**config.mk**
```make
export PLATFORM = sky130hd
export DESIGN_NAME = mem_req_arbiter
export DESIGN_NICKNAME = d
export VERILOG_FILES = /design/src/rtl/mem_pkg.sv /design/src/rtl/mem_req_grant.sv /design/src/rtl/mem_req_arbiter.sv
export SDC_FILE = /design/constraint.sdc
export NUM_CORES = 1
export LEC_CHECK = 0
export CORE_AREA = 2 2 175 177
export DETAILED_ROUTE_END_ITERATION = 7
export DIE_AREA = 0 0 177 179
export PLACE_DENSITY_LB_ADDON = 0.05
export SYNTH_ARGS = -nofsm -noshare
export SYNTH_HDL_FRONTEND = slang
export SYNTH_SLANG_ARGS = --single-unit
```
**constraint.sdc**
```tcl
create_clock -name clock -period 1.6 [get_ports clock]
set_input_delay 0.24 -clock clock [delete_from_list [all_inputs] [get_ports clock]]
set_output_delay 0.24 -clock clock [all_outputs]
set_load 0.01 [all_outputs]
```
**src/rtl/mem_pkg.sv**
```systemverilog
// Types and widths shared by the memory request arbiter and its grant logic.
package mem_pkg;

    localparam int ADDR_W = 33;
    localparam int DATA_W = 64;

    typedef enum logic [1:0] {
        IDLE    = 2'd0,
        ISSUE   = 2'd1,
        RD_WAIT = 2'd2,
        WR_ACK  = 2'd3
    } arb_state_e;

    typedef enum logic {
        OWN_IF = 1'b0,
        OWN_LS = 1'b1
    } owner_e;

    typedef struct packed {
        logic [ADDR_W-1:0]   addr;
        logic                wen;
        logic [DATA_W-1:0]   wdata;
        logic [DATA_W/8-1:0] wmask;
    } mem_req_t;

endpackage

```
**src/rtl/mem_req_grant.sv**
```systemverilog
// IF/LS priority select with an LS streak limit so that IF cannot starve.
module mem_req_grant #(
    parameter int MAX_LS_STREAK = 4
) (
    input  logic clock_i,
    input  logic reset_i,
    input  logic idle_i,
    input  logic if_valid_i,
    input  logic ls_valid_i,
    output logic grant_if_o,
    output logic grant_ls_o
);

    localparam int SW = $clog2(MAX_LS_STREAK + 1);

    logic [SW-1:0] streak_q, streak_d;
    logic          at_limit;

    assign at_limit = (streak_q == SW'(MAX_LS_STREAK));

    always_comb begin
        grant_if_o = 1'b0;
        grant_ls_o = 1'b0;
        if (idle_i) begin
            if (ls_valid_i && !(if_valid_i && at_limit)) begin
                grant_ls_o = 1'b1;
            end else if (if_valid_i) begin
                grant_if_o = 1'b1;
            end
        end
    end

    // Only LS grants that made IF wait count toward the streak.
    always_comb begin
        streak_d = streak_q;
        if (idle_i) begin
            if (grant_if_o || !if_valid_i) begin
                streak_d = '0;
            end else if (grant_ls_o && !at_limit) begin
                streak_d = streak_q + SW'(1);
            end
        end
    end

    always_ff @(posedge clock_i) begin
        if (reset_i) begin
            streak_q <= '0;
        end else begin
            streak_q <= streak_d;
        end
    end

endmodule

```
**src/rtl/mem_req_arbiter.sv**
```systemverilog
// Merges the IF and LS request ports onto the single-port memory, one
// transaction in flight, and routes the response back to its owner.
//
//   state   | meaning
//   IDLE    | no transaction; a request may be accepted
//   ISSUE   | mem_ren or mem_wen pulsed from the captured request
//   RD_WAIT | waiting for mem_rvalid, or the timeout error pulse
//   WR_ACK  | write acknowledge pulse to LS
module mem_req_arbiter #(
    parameter int ADDR_W        = mem_pkg::ADDR_W,
    parameter int DATA_W        = mem_pkg::DATA_W,
    parameter int MAX_LS_STREAK = 4,
    parameter int TIMEOUT       = 16
) (
    input  logic                clock,
    input  logic                reset,
    input  logic                if_req_valid,
    output logic                if_req_ready,
    input  logic [ADDR_W-1:0]   if_req_addr,
    output logic                if_resp_valid,
    output logic [DATA_W-1:0]   if_resp_data,
    input  logic                ls_req_valid,
    output logic                ls_req_ready,
    input  logic                ls_req_wen,
    input  logic [ADDR_W-1:0]   ls_req_addr,
    input  logic [DATA_W-1:0]   ls_req_wdata,
    input  logic [DATA_W/8-1:0] ls_req_wmask,
    output logic                ls_resp_valid,
    output logic [DATA_W-1:0]   ls_resp_data,
    output logic                resp_err,
    output logic                mem_ren,
    output logic                mem_wen,
    output logic [ADDR_W-1:0]   mem_addr,
    output logic [DATA_W-1:0]   mem_wdata,
    output logic [DATA_W/8-1:0] mem_wmask,
    input  logic                mem_rvalid,
    input  logic [DATA_W-1:0]   mem_rdata
);

    import mem_pkg::*;

    localparam int TW = $clog2(TIMEOUT);

    arb_state_e    state_q, state_d;
    owner_e        owner_q;
    mem_req_t      req_q, sel_req;
    logic          mem_ren_q, mem_wen_q;
    logic [TW-1:0] tmo_q, tmo_d;
    logic          grant_if, grant_ls, accept;
    logic          rsp_valid, rsp_err;
    logic [DATA_W-1:0] rsp_data;

    mem_req_grant #(
        .MAX_LS_STREAK(MAX_LS_STREAK)
    ) u_grant (
        .clock_i    (clock),
        .reset_i    (reset),
        .idle_i     ((state_q == IDLE) && !reset),
        .if_valid_i (if_req_valid),
        .ls_valid_i (ls_req_valid),
        .grant_if_o (grant_if),
        .grant_ls_o (grant_ls)
    );

    assign if_req_ready = grant_if;
    assign ls_req_ready = grant_ls;
    assign accept       = grant_if || grant_ls;

    always_comb begin
        sel_req.addr  = grant_ls ? ls_req_addr : if_req_addr;
        sel_req.wen   = grant_ls && ls_req_wen;
        sel_req.wdata = grant_ls ? ls_req_wdata : '0;
        sel_req.wmask = grant_ls ? ls_req_wmask : '0;
    end

    always_comb begin
        state_d   = state_q;
        tmo_d     = tmo_q;
        rsp_valid = 1'b0;
        rsp_err   = 1'b0;
        rsp_data  = '0;
        case (state_q)
            IDLE: begin
                if (accept) state_d = ISSUE;
            end
            ISSUE: begin
                tmo_d   = '0;
                state_d = req_q.wen ? WR_ACK : RD_WAIT;
            end
            RD_WAIT: begin
                if (mem_rvalid) begin
                    rsp_valid = 1'b1;
                    rsp_data  = mem_rdata;
                    state_d   = IDLE;
                end else if (tmo_q == TW'(TIMEOUT - 1)) begin
                    rsp_valid = 1'b1;
                    rsp_err   = 1'b1;
                    state_d   = IDLE;
                end else begin
                    tmo_d = tmo_q + TW'(1);
                end
            end
            WR_ACK: begin
                rsp_valid = 1'b1;
                state_d   = IDLE;
            end
            default: state_d = IDLE;
        endcase
    end

    // Responses are combinational from state, so mask them while reset is held.
    assign if_resp_valid = rsp_valid && (owner_q == OWN_IF) && !reset;
    assign ls_resp_valid = rsp_valid && (owner_q == OWN_LS) && !reset;
    assign if_resp_data  = if_resp_valid ? rsp_data : '0;
    assign ls_resp_data  = ls_resp_valid ? rsp_data : '0;
    assign resp_err      = rsp_err && !reset;

    assign mem_ren   = mem_ren_q;
    assign mem_wen   = mem_wen_q;
    assign mem_addr  = req_q.addr;
    assign mem_wdata = req_q.wdata;
    assign mem_wmask = req_q.wmask;

    always_ff @(posedge clock) begin
        if (reset) begin
            state_q   <= IDLE;
            owner_q   <= OWN_IF;
            req_q     <= '0;
            mem_ren_q <= 1'b0;
            mem_wen_q <= 1'b0;
            tmo_q     <= '0;
        end else begin
            state_q   <= state_d;
            tmo_q     <= tmo_d;
            mem_ren_q <= accept && !sel_req.wen;
            mem_wen_q <= accept && sel_req.wen;
            if (accept) begin
                req_q   <= sel_req;
                owner_q <= grant_ls ? OWN_LS : OWN_IF;
            end
        end
    end

endmodule

```
==> reports/results.ini <==
[critical_path]
crit_path_start_kind=flip-flop
required_ns=1.36
worst_ep_arrival_time_ns=1.84
end_kind=output pin
path_class=flip-flop to output pin
cp_max_fo=8

[clock_network]
clock_sinks=118
cts_made_buffers=17
cts_hold_buf=0
cts_tree=done
clkTransAtPathRegs_ns=0.06
clock_latency_ns=0.41
cts-htree-levels=4
cts_buffer_depth=2
cts_root_buf=clkbuf_16

[final_layout]
layout-drive-gt1-share=0.403
final_area_um2=13000
layout.cells.non_filler=1506
fin_nets=1303
syn_to_final_growth_pct=108
post-route-util=0.433

[routing]
vias=6540
viasPerCell=4.34
drt.antenna.violating_nets=0
drt_iter0_markers=176
post-route-drc-count=0
dr.pass1.iters=4
wl_per_cell_um=21.7
routed_wl_um=32800

[die]
start_util=0.208
die_x_um=177
core_um2=30000
dieHeight_um=179
die-area_um2=31700
rows=64
io_pins=448

[global_routing]
overflow=0
grt_max_degree=56
grt_usage=0.181
grt_pass1_vias=6195
antenna_found_initial=5
grt_first_pass_wirelength_um=42000

[power_and_ir_drop]
vdd_ir_drop_max_v=0.000675
powerDensity_nw_per_um2=793
p_leak_nw=5.56

[timing]
period_needed_ns=2.08
drv_slew=0
setup-tns-final_ns=-63.57
report.final.setup_viol=229
layout_setup_ws_ns=-0.481
rsz0062_at_grt=true
hold_viol=0
max_freq_mhz=481
worstMarginPinSlew_ns=0.444
post-route-period-util=1.30
slew_headroom=0.704
skew_ns=0.0135

[logic_synthesis]
synthFlopType=dfxtp_1
syn_nets=895
synth_area_leader_cell=dfxtp_1
synth-seq-cells=118
synth_compound_area_frac=0.240
syn-cell-area_um2=6260
synth_top_area_share=0.378
yosysUniqueCellTypes=42
ys_async_sr_fraction=0
syn_inst=684
ys_seq_area_frac=0.378
synthSimpleGateAreaFrac=0.198
yosysWarnings=0
synth_top_family_by_area=compound AO/OA/AOI/OAI gates
yosys.area_share.xor_xnor=0
synth_fa_ha_area_frac=0.00600
muxShareOfSynthArea=0
synth_edf_count=0
synth.top_cells.by_area=dfxtp_1, and2_1, buf_4, a22o_1, o32ai_1
syn_area_per_cell_um2=9.15

[placement]
gp_congestion=0.716
dpl.cell_count=1405
port_buffers=447
dp_hpwl_um=21100
post_dp_cell_area_um2=10500

[worst_hold_path]
min_path_type=input pin to flip-flop

[flow_run]
drv_cap=0

[run_status]
status=finished, violations left
violations=setup timing

-- logic make-up (layout without fill, tap and decap cells) --
| kind of cell | after synthesis | in the layout |
|---|---|---|
| buf+inv | 171 | 592 |
| other cells | 0 | 5 |
| fa+ha+maj | 3 | 3 |
| simple gates | 198 | 198 |
| compound gates | 194 | 194 |
| flops | 118 | 118 |
-- cells in the final DEF, fill, tap and decap left out, types with 3 or more instances in the layout --
cell type	instances
and3_4	3
a22o_1	74
a211oi_1	22
dfxtp_2	6
buf_8	6
and2_1	35
o32ai_2	8
inv_6	3
a21oi_1	13
clkinv_4	4
buf_16	10
nand2_1	3
diode_2	5
buf_12	18
clkdlybuf4s50_1	278
dfxtp_1	111
nor2_1	4
a211oi_2	12
clkbuf_16	32
buf_6	122
nor2b_1	3
a21oi_2	23
and2_4	95
dlymetal6s2s_1	17
clkinvlp_4	3
buf_4	41
a21oi_4	5
dlygate4sd2_1	18
o32ai_1	25
buf_2	31
nand2b_1	36
-- critical path, stage by stage (launching register included) --
cell	delay [ns]
dfxtp_4	0.35
nor3b_2	0.19
and3b_2	0.24
buf_12	0.12
buf_12	0.14
buf_16	0.14
and2_1	0.12
buf_2	0.12
-- path summary, 6_finish.rpt --
| check | start | end | slack, ns | cells after the start |
|---|---|---|---|---|
| worst min register to register | req_q[72] | state_q[0] | 0.46 | 2 |
| worst min-delay path | ls_req_valid | u_grant.streak_q[1] | 0.38 | 4 |
| worst max register to register | state_q[0] | mem_wdata[44] | -0.21 | 9 |
| worst max-delay path | state_q[0] | if_resp_data[3] | -0.48 | 7 |
-- Yosys cell counts (all sizes together), types with 5 or more instances --
master,instances
and2,130
dfxtp,118
nor2,5
o32ai,33
nand2b,37
a21oi,41
clkbuf,30
buf,137
a22o,74
a211oi,34
-- registers in the layout, indices dropped and copies added (netlist names), 2 cells and up --
name              cells
state_q               2
u_grant.streak_q      3
mem_addr             33
mem_wdata            64
mem_wmask             8
tmo_q                 4
-- where the power goes --
part	leakage [nW]	internal [W]	switching [W]	total (W)
Sequential	0.975	0.00321	0.000160	0.00337
Combinational	4.29	0.00174	0.00118	0.00291
Clock	0.288	0.00238	0.00162	0.00401
-- per-stage QoR --
step	setup slack, ns	hold slack, ns	total power [W]
2_1_floorplan	0.0218	0.346	0.00456
3_3_place_gp	-0.889	0.456	0.00567
3_5_place_dp	-0.888	0.456	0.00566
4_1_cts	-0.509	0.364	0.00983
5_1_grt	-0.568	0.398	0.0107
6_report	-0.481	0.381	0.0103
-- cell type report --
| class | count | area (um2) |
|---|---|---|
| fillers | 2927 | 17000 |
| repair buffers | 556 | 6090 |
| multi-input cells | 395 | 3400 |
| flip-flops and latches | 118 | 2370 |
| well taps | 396 | 495 |
| clock buffers | 18 | 439 |
| clock inverters | 14 | 166 |
| inverters | 4 | 15.0 |
| diodes | 5 | 12.5 |
-- repair_timing --
| item | CTS | global route |
|---|---|---|
| endpoints found under the setup margin | 253 | 238 |
| buffers inserted | 17 | 20 |
| pin swaps | 73 | 56 |
| gates resized for setup | 729 | 212 |
| endpoints found under the hold margin | 0 | 0 |
| gates cloned | 13 | 21 |
-- per-layer routing --
metal / part of all wire / wire [um] / vias up / track usage
met4: 0.012 / 396 / 2 / 0.0399
met1: 0.37 / 12200 / 3105 / 0.193
met3: 0.073 / 2400 / 23 / 0.0585
li1: - / - / 3166 / -
met5: 0.00040 / 13 / - / 0
met2: 0.54 / 17700 / 244 / 0.343
(Power assumes the default switching activity.)
